### config.mk
export PLATFORM = sky130hd
export DESIGN_NAME = data_stack_flat
export DESIGN_NICKNAME = d
export VERILOG_FILES = /design/src/rtl/data_stack_if.sv /design/src/rtl/data_stack.sv /design/src/flat_wrapper.sv
export SDC_FILE = /design/constraint.sdc
export NUM_CORES = 1
export LEC_CHECK = 0
export CAP_MARGIN = 40
export CORE_MARGIN = 1
export CORE_UTILIZATION = 55
export DETAILED_ROUTE_END_ITERATION = 8
export PLACE_DENSITY = 0.71
export SYNTH_ARGS = -nofsm -noshare
export SYNTH_HDL_FRONTEND = slang
export SYNTH_SLANG_ARGS = --single-unit
export TNS_END_PERCENT = 50
### constraint.sdc
create_clock -name clk -period 5.3 [get_ports clk]
set_clock_uncertainty 0.1 [all_clocks]
set_input_delay 1.59 -clock clk [delete_from_list [all_inputs] [get_ports clk]]
set_output_delay 1.59 -clock clk [all_outputs]
set_load 0.1 [all_outputs]
### src/rtl/data_stack_if.sv
// Bus between a datapath and its hardware data stack: push/pop requests in,
// top/next-on-stack words, occupancy and sticky error flags out.
interface data_stack_if #(
  parameter int WIDTH = 16,
  parameter int CW    = 5
);
  logic             push;
  logic             pop;
  logic [WIDTH-1:0] push_data;
  logic             clr_err;
  logic [WIDTH-1:0] tos_data;
  logic [WIDTH-1:0] nos_data;
  logic [CW-1:0]    count;
  logic             empty;
  logic             full;
  logic             overflow;
  logic             underflow;

  modport master (
    output push, pop, push_data, clr_err,
    input  tos_data, nos_data, count, empty, full, overflow, underflow
  );

  modport slave (
    input  push, pop, push_data, clr_err,
    output tos_data, nos_data, count, empty, full, overflow, underflow
  );
endinterface

### src/rtl/data_stack.sv
// LIFO data stack with combinational top/next-on-stack taps, saturating count
// and sticky overflow/underflow flags. Push+pop together replaces the top word.
module data_stack #(
  parameter int WIDTH = 16,
  parameter int DEPTH = 16,
  parameter int CW    = 5
) (
  input  logic       clk,
  input  logic       rst_n,
  data_stack_if.slave bus
);

  localparam int AW = $clog2(DEPTH);

  typedef enum logic [1:0] {
    OP_NONE,
    OP_PUSH,
    OP_POP,
    OP_REPLACE
  } op_e;

  logic [WIDTH-1:0] mem_q [DEPTH];
  logic [CW-1:0]    count_q, count_d;
  logic             overflow_q, overflow_d;
  logic             underflow_q, underflow_d;

  logic             empty_w;
  logic             full_w;
  logic [AW-1:0]    top_idx;
  logic [AW-1:0]    nos_idx;
  op_e              op;
  logic             wr_en;
  logic [AW-1:0]    wr_addr;

  // DEPTH is a power of two, so modular index arithmetic on the low bits
  // yields count-1 / count-2 without carrying the extra count bit.
  assign empty_w = (count_q == '0);
  assign full_w  = (count_q == CW'(DEPTH));
  assign top_idx = count_q[AW-1:0] - AW'(1);
  assign nos_idx = count_q[AW-1:0] - AW'(2);

  always_comb begin
    op = OP_NONE;
    if (bus.push && bus.pop && !empty_w) op = OP_REPLACE;
    else if (bus.push)                   op = OP_PUSH;
    else if (bus.pop)                    op = OP_POP;
  end

  // NOTE: every output of this block gets a default first, so no path leaves
  // a signal unassigned and no latch is inferred.
  always_comb begin
    count_d     = count_q;
    overflow_d  = bus.clr_err ? 1'b0 : overflow_q;
    underflow_d = bus.clr_err ? 1'b0 : underflow_q;
    wr_en       = 1'b0;
    wr_addr     = count_q[AW-1:0];

    unique case (op)
      OP_PUSH: begin
        if (full_w) begin
          overflow_d = 1'b1;
        end else begin
          wr_en   = 1'b1;
          count_d = count_q + CW'(1);
        end
      end
      OP_POP: begin
        if (empty_w) underflow_d = 1'b1;
        else         count_d     = count_q - CW'(1);
      end
      OP_REPLACE: begin
        wr_en   = 1'b1;
        wr_addr = top_idx;
      end
      default: ;
    endcase
  end

  // NOTE: state registers use non-blocking assignments so every flop samples
  // the pre-edge values regardless of block ordering.
  always_ff @(posedge clk or negedge rst_n) begin
    if (!rst_n) begin
      count_q     <= '0;
      overflow_q  <= 1'b0;
      underflow_q <= 1'b0;
    end else begin
      count_q     <= count_d;
      overflow_q  <= overflow_d;
      underflow_q <= underflow_d;
    end
  end

  // NOTE: the array has no reset; stale entries stay hidden because the read
  // taps force zero whenever the count says an entry is not valid.
  always_ff @(posedge clk) begin
    if (wr_en) mem_q[wr_addr] <= bus.push_data;
  end

  assign bus.tos_data  = empty_w            ? '0 : mem_q[top_idx];
  assign bus.nos_data  = (count_q < CW'(2)) ? '0 : mem_q[nos_idx];
  assign bus.count     = count_q;
  assign bus.empty     = empty_w;
  assign bus.full      = full_w;
  assign bus.overflow  = overflow_q;
  assign bus.underflow = underflow_q;

endmodule

### src/flat_wrapper.sv
// flat-port wrapper written by rule: the top's interface ports become plain ports
module data_stack_flat 
#(
  parameter int WIDTH = 16,
  parameter int DEPTH = 16,
  parameter int CW    = 5
)
  (clk, rst_n, bus_push, bus_pop, bus_push_data, bus_clr_err, bus_tos_data, bus_nos_data, bus_count, bus_empty, bus_full, bus_overflow, bus_underflow);
  data_stack_if #(.WIDTH(WIDTH), .CW(CW)) bus_i ();
  input  logic clk;
  input  logic rst_n;
  input wire logic [$bits(bus_i.push)-1:0] bus_push;
  input wire logic [$bits(bus_i.pop)-1:0] bus_pop;
  input wire logic [$bits(bus_i.push_data)-1:0] bus_push_data;
  input wire logic [$bits(bus_i.clr_err)-1:0] bus_clr_err;
  output wire logic [$bits(bus_i.tos_data)-1:0] bus_tos_data;
  output wire logic [$bits(bus_i.nos_data)-1:0] bus_nos_data;
  output wire logic [$bits(bus_i.count)-1:0] bus_count;
  output wire logic [$bits(bus_i.empty)-1:0] bus_empty;
  output wire logic [$bits(bus_i.full)-1:0] bus_full;
  output wire logic [$bits(bus_i.overflow)-1:0] bus_overflow;
  output wire logic [$bits(bus_i.underflow)-1:0] bus_underflow;
  assign bus_i.push = bus_push;
  assign bus_i.pop = bus_pop;
  assign bus_i.push_data = bus_push_data;
  assign bus_i.clr_err = bus_clr_err;
  assign bus_tos_data = bus_i.tos_data;
  assign bus_nos_data = bus_i.nos_data;
  assign bus_count = bus_i.count;
  assign bus_empty = bus_i.empty;
  assign bus_full = bus_i.full;
  assign bus_overflow = bus_i.overflow;
  assign bus_underflow = bus_i.underflow;
  data_stack #(.WIDTH(WIDTH), .DEPTH(DEPTH), .CW(CW)) u_core (.clk(clk), .rst_n(rst_n), .bus(bus_i));
endmodule
Word level (Yosys, flattened, before mapping)
Memory sizes are Yosys's and may differ from the RTL's.
Index checks and enable logic that the tools add are counted.
Cells by class
  add/sub/neg operators: 4
  order comparisons: 1
  equality and inequality tests: 6
  mux-type cells: 19
  reduce and logical (&&, ||, !) cells: 6
Operators by type and width (number)
  2-to-1 mux 16 bit: 2
  2-to-1 mux 5 bit: 2
  one-hot mux 5 bit (2 select lines): 1
  2-to-1 mux 1 bit: 9
  2-to-1 mux 2 bit: 3
  adder 5 x 1 -> 5 bit, second input constant: 1
  equality test 5 bit, second input constant: 1
  logical NOT 5 bit: 1
  less-than comparator 5 x 2 -> 1 bit, second input constant: 1
  subtractor 5 x 1 -> 5 bit, second input constant: 1
  equality test 2 bit, second input constant: 2
  2-to-1 mux 4 bit: 1
  != test 2 bit, second input constant: 2
  subtractor 4 x 1 -> 4 bit, second input constant: 1
  subtractor 4 x 2 -> 4 bit, second input constant: 1
  AND reduction 3 bit: 1
  equality test 2 x 1 -> 1 bit, second input constant: 1
  logical AND 1 bit: 2
  one-hot mux 1 bit (2 select lines): 1
  nonzero test 2 bit: 1
  logical NOT 1 bit: 1
Word-level totals
  register bits: 7
  memory bits (writable): 256
  input bits: 21
  output and inout bits: 41
  logic and storage cells: 40
  memories kept: 1
Memories
  u_core.mem_q: words 16, bits a word 16, rd ports 2, clocked after memory_dff 0, write ports 1, RTL line data_stack.sv:22  | logic [WIDTH-1:0] mem_q [DEPTH];

Logic depth before layout (Yosys ltp)
Gate-level depths: netlist of run 1.
  word-level depth: 8
  gate-level depth with buffers: 11
  depth with buffers taken out: 7

Worst setup path after synthesis of run 1
OpenSTA, ideal clock, no wires.
  kind: flip-flop to output port
  from: reg u_core.count_q[0], in the netlist u_core.bus.count[0]
  to: out bus_tos_data[10]
  arrival: 4641 ps
  required time: 3610 ps
  setup slack: -1031 ps
  stages on the path, launching flop included: 12
  buffers on the path: 6
  cell sequence: dfrtp_1 buf_4 buf_2 buf_2 inv_1 ha_1 clkbuf_1 buf_2 clkbuf_1 mux4_2 mux2i_1 o22ai_1
Between the ends
  longest elaborated chain between the ends: 3
  elaborated cells on any way between the ends: 4
  those cells by class: add/sub (1); mux (1); reduce/logical (1); memory (1)
RTL lines
  start, declared: RTL line data_stack.sv:23  | logic [CW-1:0] count_q, count_d;
  start signal, assigned: RTL line data_stack.sv:87  | count_q <= count_d;
  subtractor 4 x 1 -> 4 bit: RTL line data_stack.sv:39  | assign top_idx = count_q[AW-1:0] - AW'(1);
  memory read (16 x 16 bit)
  2-to-1 mux 16 bit (*): RTL line data_stack.sv:99  | assign bus.tos_data = empty_w ? '0 : mem_q[top_idx];
  end, declared: RTL line flat_wrapper.sv:16  | output wire logic [$bits(bus_i.tos_data)-1:0] bus_tos_data;
Every way passes the cells marked *; elsewhere a longest branch is shown, timed or not.

Final worst setup path of run 1
  from: reg u_core.count_q[1], in the netlist u_core.bus.count[1]
  to: out bus_tos_data[7]
The elaborated chain is that of the path after synthesis.

==> results.cfg, run 1 <==
[run_status]
status = complete, no violations

[finish]
final_layout_size_suffix_gt1_share_pct = 43.1
fillers = 1379
final_nets = 745
multi_input_comb_area_sq_um = 4870
n_antenna_cell = 0
postLayoutCoreUtil_pct = 70.5
synthToLayoutAreaGrowth_pct = 23.9
ff_latch_area_sq_um = 7870

[route]
dr_total_vias = 7058
drt_iter0_markers = 576
via_per_inst = 6.94
first_pass_iters = 5
postRouteAntennaNets = 0
drc = 0
wl_um = 31000
wl_per_cell_um = 30.5

[synth]
synth_compound_area_share_pct = 4.08
yosys.area.top_type = edfxtp_1
synth_xor_area_share_pct = 0.548
synth_mux_area_share_pct = 28.6
synth_top_family_by_area = multiplexers
syn_area_sq_um = 12600
synth_seq_cells = 263
synth_ff_type = edfxtp_1
synth-edff-count = 256
yosys-top-cells-count = edfxtp_1, mux4_2, mux2i_1, o22ai_1, buf_2
synth.most_common_cell = edfxtp_1
synthAdderAreaFrac_pct = 0.856
synthesis.nets = 659
yosys-top-cells-area = edfxtp_1, mux4_2, mux2i_1
yosysSeqAreaShare_pct = 62.6
yosys_warnings = 0
synth_cell_types = 45
avgSynthCellArea_sq_um = 19.9
yosysTopAreaCellShare_pct = 61.2
syn-instance-count = 630
synthSimpleGateAreaFrac_pct = 1.35
async_flop_share_pct = 2.66

[global_route]
grt_pass1_wl_um = 47300
grt_max_degree = 137
overflow = 0
grt_pass1_vias = 7407
antenna_found_initial = 0
grt.total_usage_pct = 27.8

[clocking]
cts_tree = yes
clk_path_buf_depth = 3
cts-hold-fix-buffers = 0
path_clk_slew_ns = 0.06
cts_buffers = 28
root_buffer = clkbuf_16
clock_latency_ns = 0.54
cts_resized = 0
clock-sinks = 263
ctsHtreeMaxLevel = 1
post-cts-setup-buffers = 0

[worst_hold_path]
hold_end = u_core.bus.overflow
hold_depth = 2
hold_class = reg -> reg
min_from = u_core.bus.overflow

[sta]
period_needed_ns = 5.18
fin_crit_sh_pct = 97.8
maxSlewViolCount = 0
rsz0062_at_grt = false
setup_violations = 0
relSlewSlack_pct = 30.3
max_freq_mhz = 193
finalHoldViolCount = 0
tightest_slew_ns = 1.05
setup_tns_ns = 0

[critical_path]
ff2ff_path_depth = 7
path_buf_inv = 3
setup.worst_path.end_class = primary output
critPathLaunchType = flop
worst_path_dominant_cell_family = buffers and inverters
rr_startpoint = u_core.bus.count[1]
critPathKind = reg -> out
path_cells = inv_2 -> ha_1 -> a21boi_1 -> xnor2_4 -> buf_12 -> mux2i_1 -> o22ai_4 -> buf_12
cp_slowest_cell = a21boi_1
rrSetupSlack_ns = 1.69
slowest_delay_ns = 0.46
worst-path-max-fanout = 22
r2r-end = u_core.mem_q[10][8]
crit_path_frequent_cell = buf_12
cp.required_ns = 3.61
worstPathArrival_ns = 3.49

[floorplanning]
die_h_um = 153
fp.dieArea_sq_um = 23500
ios = 62
std_cell_rows = 54
start_util_pct = 56.9
die_w_um = 153
fp.coreArea_sq_um = 22100

[placement]
gp_congestion = 0.821
dpl.hpwl_um = 19000
io_buffers = 61

[job]
max-cap-violations = 0
state kept, by name, summed over array words and instances (netlist names):
register and cells:
u_core.bus.count 5, u_core.bus.overflow 1, u_core.mem_q 256, u_core.bus.underflow 1
worst max-delay path by stage:
stage,to,cells after the start,startpoint,slack [ns]
after global placement,bus_tos_data[7],8,u_core.bus.count[1],0.84
after floorplan,bus_nos_data[11],9,u_core.bus.count[1],0.03
after CTS,bus_tos_data[7],8,u_core.bus.count[1],0.15
final,bus_tos_data[7],8,u_core.bus.count[1],0.12
after detailed placement,bus_tos_data[7],8,u_core.bus.count[1],0.73
after global routing,bus_tos_data[7],8,u_core.bus.count[1],0.01
stage by stage:
stage	setup WS [ns]	instance area (sq um)	hold WS (ns)	cells
floorplan	0.0321	12900	0.863	630
global placement	0.837	14500	0.410	959
detailed placement	0.725	14600	0.420	966
CTS	0.152	15600	0.429	1017
global route	0.0129	15600	0.457	1017
finish	0.116	15600	0.420	1017
tightest hold or removal path, cell delays in order, from the launching register on:
cell and delay (ns):
dfrtp_1 0.37, inv_1 0.05, o21ai_0 0.06
per-layer routing:
layer	share of wire, %	routed length [um]	up-vias	track usage [%]
met4	3.1	976	0	9.62
li1	-	-	2916	-
met3	8.2	2540	69	5.27
met1	38	11800	3722	38.1
met2	51	15700	351	45.2
met5	0	0	-	0
placed cells by master, fill, tap and decap left out, types with 3 or more instances in the layout:
master / count
mux2_2: 4
buf_8: 7
dfrtp_1: 5
xnor2_1: 3
o22ai_2: 15
mux4_2: 128
edfxtp_1: 256
clkbuf_16: 28
nor2_1: 4
buf_12: 47
nand2_1: 3
o21ai_1: 4
bufinv_16: 6
clkbuf_1: 4
nand3_1: 3
mux2i_1: 66
a21oi_2: 16
o22ai_4: 17
buf_4: 20
clkdlybuf4s50_1: 27
a211oi_2: 4
inv_1: 6
ha_1: 5
clkinv_2: 6
kinds of logic after synthesis:
family / count (synthesis)
AOI/OAI and AO/OA: 73
adders and majority gates: 8
buffers and inverters: 53
and+or+nand+nor: 28
muxes: 198
DFF: 263
xor gates and xnor gates: 7
layout make-up:
type / instances / share of cell area (%)
Timing Repair Buffer: 101 / 9.42
Clock buffer: 32 / 4.60
Clock inverter: 19 / 1.71
Tap cell: 280 / 2.25
Multi-Input combinational cell: 314 / 31.3
Sequential cell: 263 / 50.5
Inverter: 8 / 0.193
Power of run 1 is not shown: default switching activity piles up to over one toggle a cycle in this logic, so the estimate is an artifact.
==> run 2, diff against run 1 <==
Settings changed: PLACE_DENSITY 0.71 to 0.73.
==> results.cfg, run 2 (same netlist as run 1, synthesis figures left out) <==
[run_status]
status = complete, no violations

[finish]
synthToLayoutAreaGrowth_pct = 23.4
ff_latch_area_sq_um = 7870
n_antenna_cell = 0
layout_common_cells = edfxtp_1, mux4_2, mux2i_1
final_nets = 748
fillers = 1344
multi_input_comb_area_sq_um = 4880
final_layout_size_suffix_gt1_share_pct = 43.5
regMostFlops = u_core.mem_q
layout_commonest_cell = edfxtp_1
postLayoutCoreUtil_pct = 70.2
largest_register_ffs = 256

[sta]
relSlewSlack_pct = 42.5
rsz0062_at_grt = false
setup_tns_ns = 0
finalHoldViolCount = 0
tightest_slew_ns = 0.860
setup_violations = 0
maxSlewViolCount = 0
period_needed_ns = 5.14
max_freq_mhz = 195
fin_crit_sh_pct = 96.9

[critical_path]
cp.required_ns = 3.61
setup.worst_path.end_class = primary output
worst-path-max-fanout = 13
critPathLaunchType = flop
worstPathArrival_ns = 3.45
path_cells = inv_1 -> ha_2 -> buf_4 -> mux4_2 -> mux2i_1 -> o22ai_2 -> buf_12
cp_slowest_cell = dfrtp_1
slowest_delay_ns = 0.74
path_buf_inv = 3
critPathKind = reg -> out
worst_path_dominant_cell_family = buffers and inverters

[placement]
io_buffers = 61
gp_congestion = 0.813
dpl.hpwl_um = 19100

[job]
max-cap-violations = 0

[clocking]
clock-sinks = 263
cts_buffers = 27
clock_latency_ns = 0.53
path_clk_slew_ns = 0.06
ctsHtreeMaxLevel = 1
root_buffer = clkbuf_16
post-cts-setup-buffers = 0
clk_path_buf_depth = 3
cts_tree = yes

[floorplanning]
die_w_um = 153
start_util_pct = 56.9
ios = 62
fp.coreArea_sq_um = 22100
std_cell_rows = 54
die_h_um = 153
fp.dieArea_sq_um = 23500

[route]
postRouteAntennaNets = 0
wl_um = 31000
via_per_inst = 6.93
first_pass_iters = 5
wl_per_cell_um = 30.4
drt_iter0_markers = 554
dr_total_vias = 7065
drc = 0

[global_route]
grt_pass1_vias = 7397
grt_pass1_wl_um = 47000
antenna_found_initial = 0
overflow = 0
grt_max_degree = 68
grt.total_usage_pct = 27.4

[worst_hold_path]
hold_class = reg -> reg
==> run 2: cell count changes in the layout (fill, tap and decap cells not counted), sizes merged <==
cell      delta
buf          +4
bufinv       -1
clkbuf       -3
clkinv       +1
clkinvlp     +1
inv          +1
==> run 2: tightest hold or removal path, delay by kind of cell (launching register included) <==
family          cells  cell delay (ns)
flops               1             0.37
compound gates      1             0.07
buf+inv             1             0.05
==> run 2: layout make-up <==
cell class	instances	area share, %
flip-flops and latches	263	50.7
multi-input cells	314	31.5
repair buffers	105	9.41
clock buffers	29	4.41
well taps	280	2.26
clock inverters	21	1.55
inverters	8	0.194
==> run 2: path summary, 6_finish.rpt <==
path	startpoint	end	slack (ns)	cells past startpoint
hold / removal	u_core.bus.underflow	u_core.bus.underflow	0.44	2
setup reg to reg	u_core.bus.count[2]	u_core.mem_q[9][11]	1.38	8
setup / recovery	u_core.bus.count[2]	bus_nos_data[4]	0.16	7
min in group asynchronous	rst_n	u_core.bus.count[3]	1.25	1
hold reg to reg	u_core.bus.underflow	u_core.bus.underflow	0.44	2
max in group asynchronous	rst_n	u_core.bus.count[0]	3.54	1
==> run 2: metal layers <==
layer,global-route usage [%],wire (um),vias to the layer above
met1,36.2,11900,3730
met4,9.81,1030,0
met5,0,0,-
met3,4.34,1990,67
met2,46.6,16100,336
li1,-,-,2932
==> run 2: what timing repair did <==
action                     CTS  global route
hold buffers                 0             0
gates resized for setup      0             1
hold endpoints to repair     0             0
setup endpoints to repair    0            11
==> run 2: per-stage QoR <==
step | setup slack [ns] | instance area (sq um) | hold WS, ns | std cells
5_1_grt | 0.0112 | 15500 | 0.485 | 1020
2_1_floorplan | 0.0321 | 12900 | 0.863 | 630
3_3_place_gp | 0.728 | 14500 | 0.409 | 963
3_5_place_dp | 0.681 | 14600 | 0.431 | 970
6_report | 0.163 | 15500 | 0.440 | 1020
4_1_cts | 0.0969 | 15500 | 0.441 | 1020
Power of run 2 is left out for the same reason.
